==> src/rtl/logic_op_pkg.sv <==
// Shared op codes, FSM encoding and widths for the logic-op scheduler.
package logic_op_pkg;

    localparam int OP_W = 3;

    localparam logic [OP_W-1:0] OP_AND    = 3'b000;
    localparam logic [OP_W-1:0] OP_OR     = 3'b001;
    localparam logic [OP_W-1:0] OP_XOR    = 3'b010;
    localparam logic [OP_W-1:0] OP_NAND   = 3'b011;
    localparam logic [OP_W-1:0] OP_NOR    = 3'b100;
    localparam logic [OP_W-1:0] OP_XNOR   = 3'b101;
    localparam logic [OP_W-1:0] OP_PASS_A = 3'b110;
    localparam logic [OP_W-1:0] OP_NOT_A  = 3'b111;

    typedef enum logic [1:0] {
        ST_IDLE = 2'd0,
        ST_EXEC = 2'd1,
        ST_DONE = 2'd2
    } state_e;

endpackage

==> src/rtl/logic_unit.sv <==
// Combinational bitwise logic unit; the single home of the op-code decode.
module logic_unit
    import logic_op_pkg::*;
#(
    parameter int WIDTH = 8
) (
    input  logic [OP_W-1:0]  op,
    input  logic [WIDTH-1:0] a,
    input  logic [WIDTH-1:0] b,
    output logic [WIDTH-1:0] y
);

    // NOTE: y gets a default before the case so no path can infer a latch.
    always_comb begin
        y = a;
        case (op)
            OP_AND:    y = a & b;
            OP_OR:     y = a | b;
            OP_XOR:    y = a ^ b;
            OP_NAND:   y = ~(a & b);
            OP_NOR:    y = ~(a | b);
            OP_XNOR:   y = ~(a ^ b);
            OP_PASS_A: y = a;
            OP_NOT_A:  y = ~a;
        endcase
    end

endmodule

==> src/rtl/logic_op_scheduler.sv <==
// Command FIFO plus IDLE/EXEC/DONE sequencer around the logic unit; results
// are held on a valid/ready port with zero/parity flags and a handshake count.
module logic_op_scheduler
    import logic_op_pkg::*;
#(
    parameter int WIDTH      = 8,
    parameter int FIFO_DEPTH = 2
) (
    input  logic             clk,
    input  logic             rst_n,
    input  logic             cmd_valid,
    output logic             cmd_ready,
    input  logic [OP_W-1:0]  cmd_op,
    input  logic [WIDTH-1:0] cmd_a,
    input  logic [WIDTH-1:0] cmd_b,
    output logic             res_valid,
    input  logic             res_ready,
    output logic [WIDTH-1:0] res_data,
    output logic             res_zero,
    output logic             res_parity,
    output logic             busy,
    output logic [15:0]      op_count
);

    localparam int AW = $clog2(FIFO_DEPTH);

    typedef struct packed {
        logic [OP_W-1:0]  op;
        logic [WIDTH-1:0] a;
        logic [WIDTH-1:0] b;
    } cmd_t;

    cmd_t             fifo_mem [FIFO_DEPTH];
    logic [AW:0]      wr_ptr_q, wr_ptr_d;
    logic [AW:0]      rd_ptr_q, rd_ptr_d;
    logic             fifo_empty, fifo_full;
    logic             push, pop;
    cmd_t             cmd_in, fifo_head;

    state_e           state_q, state_d;
    cmd_t             issue_q, issue_d;
    logic [WIDTH-1:0] res_data_q, res_data_d;
    logic             res_zero_q, res_zero_d;
    logic             res_parity_q, res_parity_d;
    logic [15:0]      op_count_q, op_count_d;
    logic [WIDTH-1:0] lu_y;

    // Pointers carry one extra wrap bit so full and empty are distinguishable.
    assign fifo_empty = (wr_ptr_q == rd_ptr_q);
    assign fifo_full  = (wr_ptr_q[AW] != rd_ptr_q[AW]) &&
                        (wr_ptr_q[AW-1:0] == rd_ptr_q[AW-1:0]);
    assign cmd_ready  = !fifo_full;
    assign push       = cmd_valid && cmd_ready;
    assign cmd_in     = '{op: cmd_op, a: cmd_a, b: cmd_b};
    assign fifo_head  = fifo_mem[rd_ptr_q[AW-1:0]];

    // NOTE: storage has no reset; the pointers alone define which entries are live.
    always_ff @(posedge clk) begin
        if (push) begin
            fifo_mem[wr_ptr_q[AW-1:0]] <= cmd_in;
        end
    end

    logic_unit #(.WIDTH(WIDTH)) u_logic_unit (
        .op (issue_q.op),
        .a  (issue_q.a),
        .b  (issue_q.b),
        .y  (lu_y)
    );

    always_comb begin
        state_d      = state_q;
        issue_d      = issue_q;
        res_data_d   = res_data_q;
        res_zero_d   = res_zero_q;
        res_parity_d = res_parity_q;
        op_count_d   = op_count_q;
        pop          = 1'b0;

        case (state_q)
            ST_IDLE: begin
                if (!fifo_empty) begin
                    pop     = 1'b1;
                    issue_d = fifo_head;
                    state_d = ST_EXEC;
                end
            end
            ST_EXEC: begin
                res_data_d   = lu_y;
                res_zero_d   = (lu_y == '0);
                res_parity_d = ^lu_y;
                state_d      = ST_DONE;
            end
            ST_DONE: begin
                if (res_ready) begin
                    op_count_d = op_count_q + 16'd1;
                    // Chain straight into the next command to sustain one result per two cycles.
                    if (!fifo_empty) begin
                        pop     = 1'b1;
                        issue_d = fifo_head;
                        state_d = ST_EXEC;
                    end else begin
                        state_d = ST_IDLE;
                    end
                end
            end
            default: state_d = ST_IDLE;
        endcase

        wr_ptr_d = wr_ptr_q + (AW+1)'(push);
        rd_ptr_d = rd_ptr_q + (AW+1)'(pop);
    end

    // NOTE: state registers use non-blocking assignment so every flop samples pre-edge values.
    always_ff @(posedge clk or negedge rst_n) begin
        if (!rst_n) begin
            state_q      <= ST_IDLE;
            wr_ptr_q     <= '0;
            rd_ptr_q     <= '0;
            issue_q      <= '0;
            res_data_q   <= '0;
            res_zero_q   <= 1'b0;
            res_parity_q <= 1'b0;
            op_count_q   <= '0;
        end else begin
            state_q      <= state_d;
            wr_ptr_q     <= wr_ptr_d;
            rd_ptr_q     <= rd_ptr_d;
            issue_q      <= issue_d;
            res_data_q   <= res_data_d;
            res_zero_q   <= res_zero_d;
            res_parity_q <= res_parity_d;
            op_count_q   <= op_count_d;
        end
    end

    assign res_valid  = (state_q == ST_DONE);
    assign res_data   = res_data_q;
    assign res_zero   = res_zero_q;
    assign res_parity = res_parity_q;
    assign op_count   = op_count_q;
    assign busy       = (state_q != ST_IDLE) || !fifo_empty;

endmodule

==> config.mk <==
export PLATFORM = sky130hd
export DESIGN_NAME = logic_op_scheduler
export DESIGN_NICKNAME = d
export VERILOG_FILES = /design/src/rtl/logic_op_pkg.sv /design/src/rtl/logic_unit.sv /design/src/rtl/logic_op_scheduler.sv
export SDC_FILE = /design/constraint.sdc
export NUM_CORES = 1
export LEC_CHECK = 0
export BUFFER_PORTS_ARGS = -buffer_cell sky130_fd_sc_hd__clkbuf_2
export CORE_UTILIZATION = 30
export CTS_CLUSTER_DIAMETER = 200
export DETAILED_ROUTE_END_ITERATION = 8
export PLACE_DENSITY_LB_ADDON = 0.2
export RECOVER_POWER = 100
export SLEW_MARGIN = 20
export SYNTH_ARGS = -nofsm -noshare
export SYNTH_HDL_FRONTEND = slang
export SYNTH_SLANG_ARGS = --single-unit
==> constraint.sdc <==
create_clock -name clk -period 4 [get_ports clk]
set_input_delay 0.6 -clock clk [delete_from_list [all_inputs] [get_ports clk]]
set_output_delay 0.6 -clock clk [all_outputs]
set_load 0.05 [all_outputs]
==> impl_results.md, run 1 <==
* DP Cell Count at ~600
* Worst Tran Pin Value at roughly 1.5 ns
* Total die area at between 15,000 and 20,000 um^2
* VDD IR-drop max at between 0.2 and 0.3 mV
* Routed WL at about 7.7 mm
* Fraction of layout instances using a drive strength above 1 at 0.0859
* Clk slew on worst S/H paths at roughly 0.06 ns
* Placer congestion estimate at around 0.74
* Clk sinks at ~90
* Distinct cells, synth at 47
* GRT overflow at 0
* Slowest stage delay, CP at roughly 1.1 ns
* Worst R2R Start: rd_ptr_q[0]$_DFF_PN0_
* Syn_nets at about 410
* Required @ worst endpoint at 3.40 ns
* Largest net degree at the start of global routing at between 50 and 60
* Core Rows at 43
* Die Ht at between 100 and 150 um
* Initial Util at 0.311
* Clk root buf: clkbuf_16
* Drt initial violations at 117
* DP HPWL at between 5 and 6 mm
* Sequential element share of the synthesized area at 0.553
* Crit Path Max Fanout at 21
* Final setup viols at 0
* Period utilisation layout at 0.827
* Max clock buf depth at 2
* Antenna diode count at 0
* Mapped Avg Cell Area at between 10 and 15 um^2
* Initial antenna violation count at 0
* CTS Hold Bufs at 0
* Nets at about 460
* Fmax achieved at between 0.3 and 0.4 GHz
* Post-route cell area at 4940 um^2
* Aggregate global-route resource usage at 0.117
* Worst reg2reg setup slack at 0.85 ns
* I/O pins at 52
* Worst Skew at ~0.0084 ns
* Min cycle time layout at around 3.3 ns
* Area after DPL at roughly 4800 um^2
* Clk_lat worst skew at about 0.34 ns
* Worst R2R Path Depth at 5
* Final Hold Fails at 0
* Post CTS Setup Buffer Count at 0
* Critical path data arrival time at about 2.7 ns
* Final Max Tran Viols at 22
* I/O Buffers at between 50 and 60
* Pwr Density at between 900 and 1000 nW/um^2
* Fill cells at about 1,400
* Core box area at around 14,000 um^2
* Post-synthesis async set-or-reset flop share at 0.573
* Critical R2R Capture: fifo_mem[1][15]$_DFFE_PP_
* Synth Flop Type: dfrtp_1
* Outcome: complete, but fails checks
* Hold Path Class: input pin to asynchronous set/reset pin
* Mapped Cells at about 370
* Global-route wire length before repair at approximately 14 mm
* CP max-delay cell: clkbuf_1
* H-Tree Depth at 3
* Via density at between 4 and 5
* Vias at around 2,700
* CTS Buf Count at 9
* Horiz. Die Dim at about 120 um
* Failing checks: max-capacitance violations, max-slew violations
* MaxCap Viol Count at 1
* CP endpoint kind: output port
* Setup TNS at 0 ns
* Seq cells post-synth at just under 90
* Fin Hold WS at ~0.38 ns
* WL per Instance at around 13 um
* Area growth, synth to finish at 13.1%
* Cts repair resizes at 0
* Final ANT Viol Nets at 0
* Final Non-Filler Cells at ~600
* Vias in the first global route at between 2,000 and 3,000
* Startpoint Class: flip-flop
* Leakage at between 2 and 2.5 nW
* Critical path type: flip-flop to output port
* TritonCTS clock tree: done
* DRC Markers at 0
* TritonRoute pass-1 iters at 4
* Mapped Area at about 4400 um^2
* Ys Warns at 0
* Slew HR at -0.0252
* Chain of cells forming the critical path: clkbuf_1 > xnor2_1 > nor2b_1 > nand2_1 > clkbuf_2
* RSZ-0062 raised after global routing: false
* Post-synth EDFFs at 38
-- per-layer routing --
metal / GRT usage / part of all wire / vias to the layer above
met5: 0 / 0 / -
met4: 0.0572 / 0.020 / 0
met3: 0.0330 / 0.050 / 12
met2: 0.177 / 0.44 / 44
met1: 0.153 / 0.49 / 1261
li1: - / - / 1383
-- power by group --
group | switching, W | total (W) | internal [W]
combinational | 0.00128 | 0.00216 | 0.000876
sequential | 0.000315 | 0.00162 | 0.00131
clock | 0.000327 | 0.000758 | 0.000432
total | 0.00192 | 0.00454 | 0.00261
-- cell usage after synthesis (2+ instances only) --
library cell | number | area (um^2)
nor3_1 | 5 | 25.0
buf_2 | 10 | 50.1
buf_6 | 2 | 22.5
mux2_2 | 5 | 56.3
ha_1 | 24 | 300
nor2b_1 | 5 | 31.3
o21ai_1 | 5 | 25.0
or3_4 | 3 | 33.8
mux2_4 | 2 | 30.0
a211oi_1 | 3 | 22.5
and4_1 | 2 | 17.5
nor4_1 | 2 | 12.5
a2bb2oi_1 | 2 | 17.5
nand3_1 | 3 | 15.0
nor2_1 | 29 | 109
nand2_1 | 26 | 97.6
xnor2_1 | 14 | 123
nand4_1 | 4 | 25.0
buf_4 | 3 | 22.5
and3_1 | 2 | 12.5
and2_1 | 3 | 18.8
o21ai_0 | 9 | 45.0
nor3b_1 | 3 | 22.5
o22ai_1 | 7 | 43.8
a21oi_1 | 23 | 115
edfxtp_1 | 38 | 1140
mux2i_1 | 32 | 320
nand2b_1 | 3 | 18.8
clkbuf_1 | 2 | 7.51
inv_1 | 20 | 75.1
and3b_1 | 2 | 17.5
xor2_1 | 8 | 70.1
dfrtp_1 | 51 | 1280
o31ai_1 | 2 | 15.0
-- layout make-up --
type | count | area, um^2 | area share
flip-flops and latches | 89 | 2420 | 0.490
inverters | 20 | 75.1 | 0.0152
multi-input cells | 240 | 1730 | 0.350
repair buffers | 54 | 218 | 0.0441
well taps | 180 | 225 | 0.0456
clock inverters | 6 | 33.8 | 0.00684
clock buffers | 10 | 239 | 0.0484
-- state kept, by name (all words and copies together) (netlist names) --
register / flops
state_q: 2
res_zero: 1
res_parity: 1
fifo_mem: 38
res_data: 8
issue_q: 19
wr_ptr_q: 2
rd_ptr_q: 2
op_count: 16
-- worst max-delay path, delay by kind of cell (launching register included) --
family / cells / cell delay (ns)
xor+xnor: 1 / 0.23
buf+inv: 2 / 1.36
flops: 1 / 0.32
simple gates: 2 / 0.45
-- cells by family (layout without fill, tap and decap cells) --
logic type,count (synthesis),after routing,synth area share
muxes,39,39,0.0931
AOI/OAI and AO/OA,55,55,0.0725
and+or+nand+nor,100,100,0.124
adders and majority gates,24,24,0.0687
DFF,89,89,0.553
xor gates and xnor gates,22,22,0.0441
buffers and inverters,38,90,0.0441
-- metrics by stage --
step / utilization / setup slack, ns / total power (W)
final: 0.352 / 0.694 / 0.00454
after global routing: 0.352 / 0.488 / 0.00499
after CTS: 0.358 / 1.02 / 0.00469
after detailed placement: 0.339 / 1.02 / 0.00390
after global placement: 0.339 / 1.15 / 0.00384
after floorplan: - / 1.75 / 0.00345
-- layout by cell type, fill, tap and decap left out, types with 14 or more instances in the layout --
cell / count
dfrtp_1: 50
clkbuf_1: 44
edfxtp_1: 38
mux2i_1: 32
nor2_1: 29
nand2_1: 26
ha_1: 24
a21oi_1: 23
inv_1: 20
xnor2_1: 14
-- worst max-delay path by stage --
stage | from | endpoint
after floorplan | issue_q[10]$_DFFE_PN0P_ | res_parity$_DFFE_PN0N_
after global placement | issue_q[18]$_DFFE_PN0P_ | res_parity$_DFFE_PN0N_
after detailed placement | issue_q[18]$_DFFE_PN0P_ | res_parity$_DFFE_PN0N_
after CTS | issue_q[18]$_DFFE_PN0P_ | res_parity$_DFFE_PN0N_
after global routing | rd_ptr_q[0]$_DFF_PN0_ | fifo_mem[1][15]$_DFFE_PP_
final | rd_ptr_q[0]$_DFF_PN0_ | busy
Power figures use the tool's default switching activity.
==> run 2, diff against run 1 <==
ABC_AREA = 1   (was unset)
clock period = 3.1 ns   (was 4 ns; I/O delays follow)
==> run 2 against run 1 <==
Effect of this change: the run now ends clean; combinational power up 36%; critical path type is now flip-flop to flip-flop; clock skew down 0.0010 ns; via count up 25%; synthesized area up 5.4%; flip-flop and latch count unchanged; die area up 5.3%.
==> impl_results.md, run 2 <==
* Pwr Density at 1150 nW/um^2 (was 918 nW/um^2)
* Mapped Avg Cell Area at 9.22 um^2 (was 11.9 um^2)
* Core box area at 14,800 um^2 (was 14,000 um^2)
* Required @ worst endpoint at 3.31 ns (was 3.40 ns)
* Combinational power share at 0.485 (was 0.475)
* Clk root buf: clkbuf_16 (unchanged)
* Min cycle time layout at 2.56 ns
* Clk slew on worst S/H paths at 0.07 ns (was 0.06 ns)
* Fill cells at 1,563 (was 1,411)
* VDD IR-drop max at 0.475 mV (was 0.253 mV)
* Horiz. Die Dim at 126 um (was 123 um)
* Setup TNS at 0 ns (unchanged)
* Die Ht at 126 um (was 123 um)
* Slowest stage delay, CP at 0.69 ns (was 1.11 ns)
* Slew HR at 0.0682 (was -0.0252)
* Most frequent cell after synthesis: nand2_1 (was dfrtp_1)
* TritonCTS clock tree: done (unchanged)
* Leakage at 2.48 nW (was 2.14 nW)
* Sw frac at 0.457 (was 0.424)
* Synth top cells by count: 138 x nand2_1, 62 x inv_1, 51 x dfrtp_1 (was 51 x dfrtp_1, 38 x edfxtp_1, 32 x mux2i_1)
* Mapped Area at 4600 um^2 (was 4370 um^2)
* Aggregate global-route resource usage at 0.135 (was 0.117)
* Clk sinks at 89 (unchanged)
* Final Max Tran Viols at 0 (was 22)
* Final Hold Fails at 0 (unchanged)
* Global-route wire length before repair at 16.7 mm (was 13.5 mm)
* DP HPWL at 7.16 mm (was 5.44 mm)
* Max clock buf depth at 2 (unchanged)
* Vias at 3,368 (was 2,700)
* Initial antenna violation count at 0 (unchanged)
* Largest net degree at the start of global routing at 41 (was 52)
* Seq cells post-synth at 89 (unchanged)
* Distinct cells, synth at 26 (was 47)
* RSZ-0062 raised after global routing: false (unchanged)
* Commonest non-fill, non-tap cell in the layout: nand2_1 (was dfrtp_1)
* Startpoint Class: flip-flop (unchanged)
* CTS Hold Bufs at 0 (unchanged)
* Mapped Cells at 499 (was 367)
* Chain of cells forming the critical path: nor2_4 > nand2_1 > inv_1 > nand2_1 > nand3_1 > inv_1 > ha_1 > xnor2_1 > xnor2_1 > o21ai_0 (was clkbuf_1 > xnor2_1 > nor2b_1 > nand2_1 > clkbuf_2)
* Part of the power in registers at 0.337 (was 0.358)
* WP buf/inv at 2 (unchanged)
* Vias in the first global route at 3,395 (was 2,799)
* Critical path type: flip-flop to flip-flop (was flip-flop to output port)
* Core Rows at 44 (was 43)
* Ys Warns at 0 (unchanged)
* Final setup viols at 0 (unchanged)
* MaxCap Viol Count at 0 (was 1)
* I/O Buffers at 51 (unchanged)
* Crit Path Max Fanout at 25 (was 21)
* Outcome: completed (was complete, but fails checks)
* Switching pwr at 0.00277 W (was 0.00192 W)
* TritonRoute pass-1 iters at 4 (unchanged)
* Final ANT Viol Nets at 0 (unchanged)
* Crit path max-delay family: simple AND/OR/NAND/NOR gates (was buffers and inverters)
* Nets at 596 (was 461)
* H-Tree Depth at 3 (unchanged)
* Fraction of layout instances using a drive strength above 1 at 0.0614 (was 0.0859)
* Cell-internal power at 0.00329 W (was 0.00261 W)
* CTS Buf Count at 9 (unchanged)
* Fmax achieved at just under 0.4 GHz
* Post CTS Setup Buffer Count at 0 (unchanged)
* Initial Util at 0.312 (was 0.311)
* Yosys top cell by area: dfrtp_1 (unchanged)
* Total die area at 15,800 um^2 (was 15,100 um^2)
* Synth Flop Type: dfrtp_1 (unchanged)
* Worst Skew at 0.00738 ns (was 0.00842 ns)
* Post-synth top area share at 0.277 (was 0.292)
* CP endpoint kind: flip-flop (was output port)
* Top cells by area, synth: dfrtp_1 28%, edfxtp_1 25%, nand2_1 11% (was dfrtp_1 29%, edfxtp_1 26%, mux2i_1 7.3%)
* Clk_lat worst skew at 0.35 ns (was 0.34 ns)
* DRC Markers at 0 (unchanged)
* Cts repair resizes at 0 (unchanged)
* Sequential element share of the synthesized area at 0.525 (was 0.553)
* Via density at 4.56 (was 4.51)
* Drt initial violations at 186 (was 117)
* Area growth, synth to finish at 14.2% (was 13.1%)
* Max reg flops at 38 (unchanged)
* Post-synth EDFFs at 38 (unchanged)
* Placer congestion estimate at 0.853 (was 0.741)
* Routed WL at 9.74 mm (was 7.73 mm)
* GRT overflow at 0 (unchanged)
* Commonest cells after routing, fill and taps aside: 138 x nand2_1, 62 x inv_1, 51 x dfrtp_1, 44 x clkbuf_1, 38 x edfxtp_1 (was 50 x dfrtp_1, 44 x clkbuf_1, 38 x edfxtp_1, 32 x mux2i_1, 29 x nor2_1)
* Antenna diode count at 0 (unchanged)
* CP max-delay cell: dfrtp_1 (was clkbuf_1)
* Clock power frac at 0.178 (was 0.167)
* Period utilisation layout at 0.826
* Worst Tran Pin Value at 1.40 ns (was 1.54 ns)
* Post-synthesis async set-or-reset flop share at 0.573 (unchanged)
* I/O pins at 52 (unchanged)
* Syn_nets at 546 (was 414)
* WL per Instance at 13.2 um (was 12.9 um)
* Core Util, Final at 0.356 (was 0.352)
* Hold Path Class: input pin to asynchronous set/reset pin (unchanged)
* Critical path data arrival time at 2.78 ns (was 2.71 ns)
[run 2: cell types whose count changed after synthesis, sizes merged, moves of 6 or more]
| cell | before | now |
|---|---|---|
| a21oi | 23 | 0 |
| inv | 20 | 64 |
| mux2 | 7 | 0 |
| mux2i | 32 | 19 |
| nand2 | 26 | 138 |
| nand3 | 3 | 33 |
| nand4 | 5 | 26 |
| nor2 | 30 | 36 |
| nor2b | 6 | 0 |
| o21ai | 15 | 23 |
| o22ai | 7 | 0 |
[run 2: path summary, 6_finish.rpt]
kind,cells past startpoint,to,from,slack (ns)
hold reg to reg,2,res_data[1]$_DFFE_PN0N_,res_data[1]$_DFFE_PN0N_,0.48
max in group asynchronous,2,op_count[8]$_DFFE_PN0P_,rst_n,1.38
setup reg to reg,10,res_parity$_DFFE_PN0N_,issue_q[17]$_DFFE_PN0P_,0.54
setup / recovery,10,res_parity$_DFFE_PN0N_,issue_q[17]$_DFFE_PN0P_,0.54
min in group clk,1,fifo_mem[1][15]$_DFFE_PP_,cmd_a[7],0.31
hold / removal,1,issue_q[15]$_DFFE_PN0P_,rst_n,0.28
[run 2: kinds of logic after synthesis]
| kind of cell | Yosys count | synth area share |
|---|---|---|
| AOI/OAI and AO/OA | 24 | 0.0266 |
| buffers and inverters | 82 | 0.0734 |
| muxes | 19 | 0.0413 |
| xor gates and xnor gates | 19 | 0.0362 |
| and+or+nand+nor | 242 | 0.232 |
| adders and majority gates | 24 | 0.0652 |
| DFF | 89 | 0.525 |
[run 2: final cells by class]
type	instances	area (um^2)	share of cell area
well taps	184	230	0.0438
multi-input cells	328	1830	0.349
flip-flops and latches	89	2420	0.460
repair buffers	57	236	0.0450
inverters	64	240	0.0457
clock inverters	4	32.5	0.00619
clock buffers	12	268	0.0509
[run 2: metrics by stage]
step | instances | hold WS (ns) | instance area, um^2 | total power, W | setup WS (ns)
floorplan | 499 | 0.169 | 4600 | 0.00440 | 1.05
global placement | 722 | 0.452 | 5040 | 0.00506 | 0.571
detailed placement | 722 | 0.457 | 5040 | 0.00510 | 0.545
CTS | 738 | 0.0753 | 5340 | 0.00620 | 0.541
global route | 738 | 0.294 | 5260 | 0.00663 | 0.137
finish | 738 | 0.276 | 5260 | 0.00606 | 0.538
[run 2: layer usage]
layer	up-vias	routed length, um	track usage
met5	-	0	0
met2	58	4400	0.210
met4	0	354	0.0843
met3	23	236	0.0238
li1	1724	-	-
met1	1563	4750	0.176
[run 2: power groups by stage]
stage               logic (W)  registers [W]  clock network [W]
finish                0.00294        0.00204            0.00108
global route          0.00336        0.00211            0.00116
CTS                   0.00304        0.00205            0.00111
detailed placement    0.00303        0.00207                  0
global placement      0.00301        0.00206                  0
floorplan             0.00218        0.00222                  0
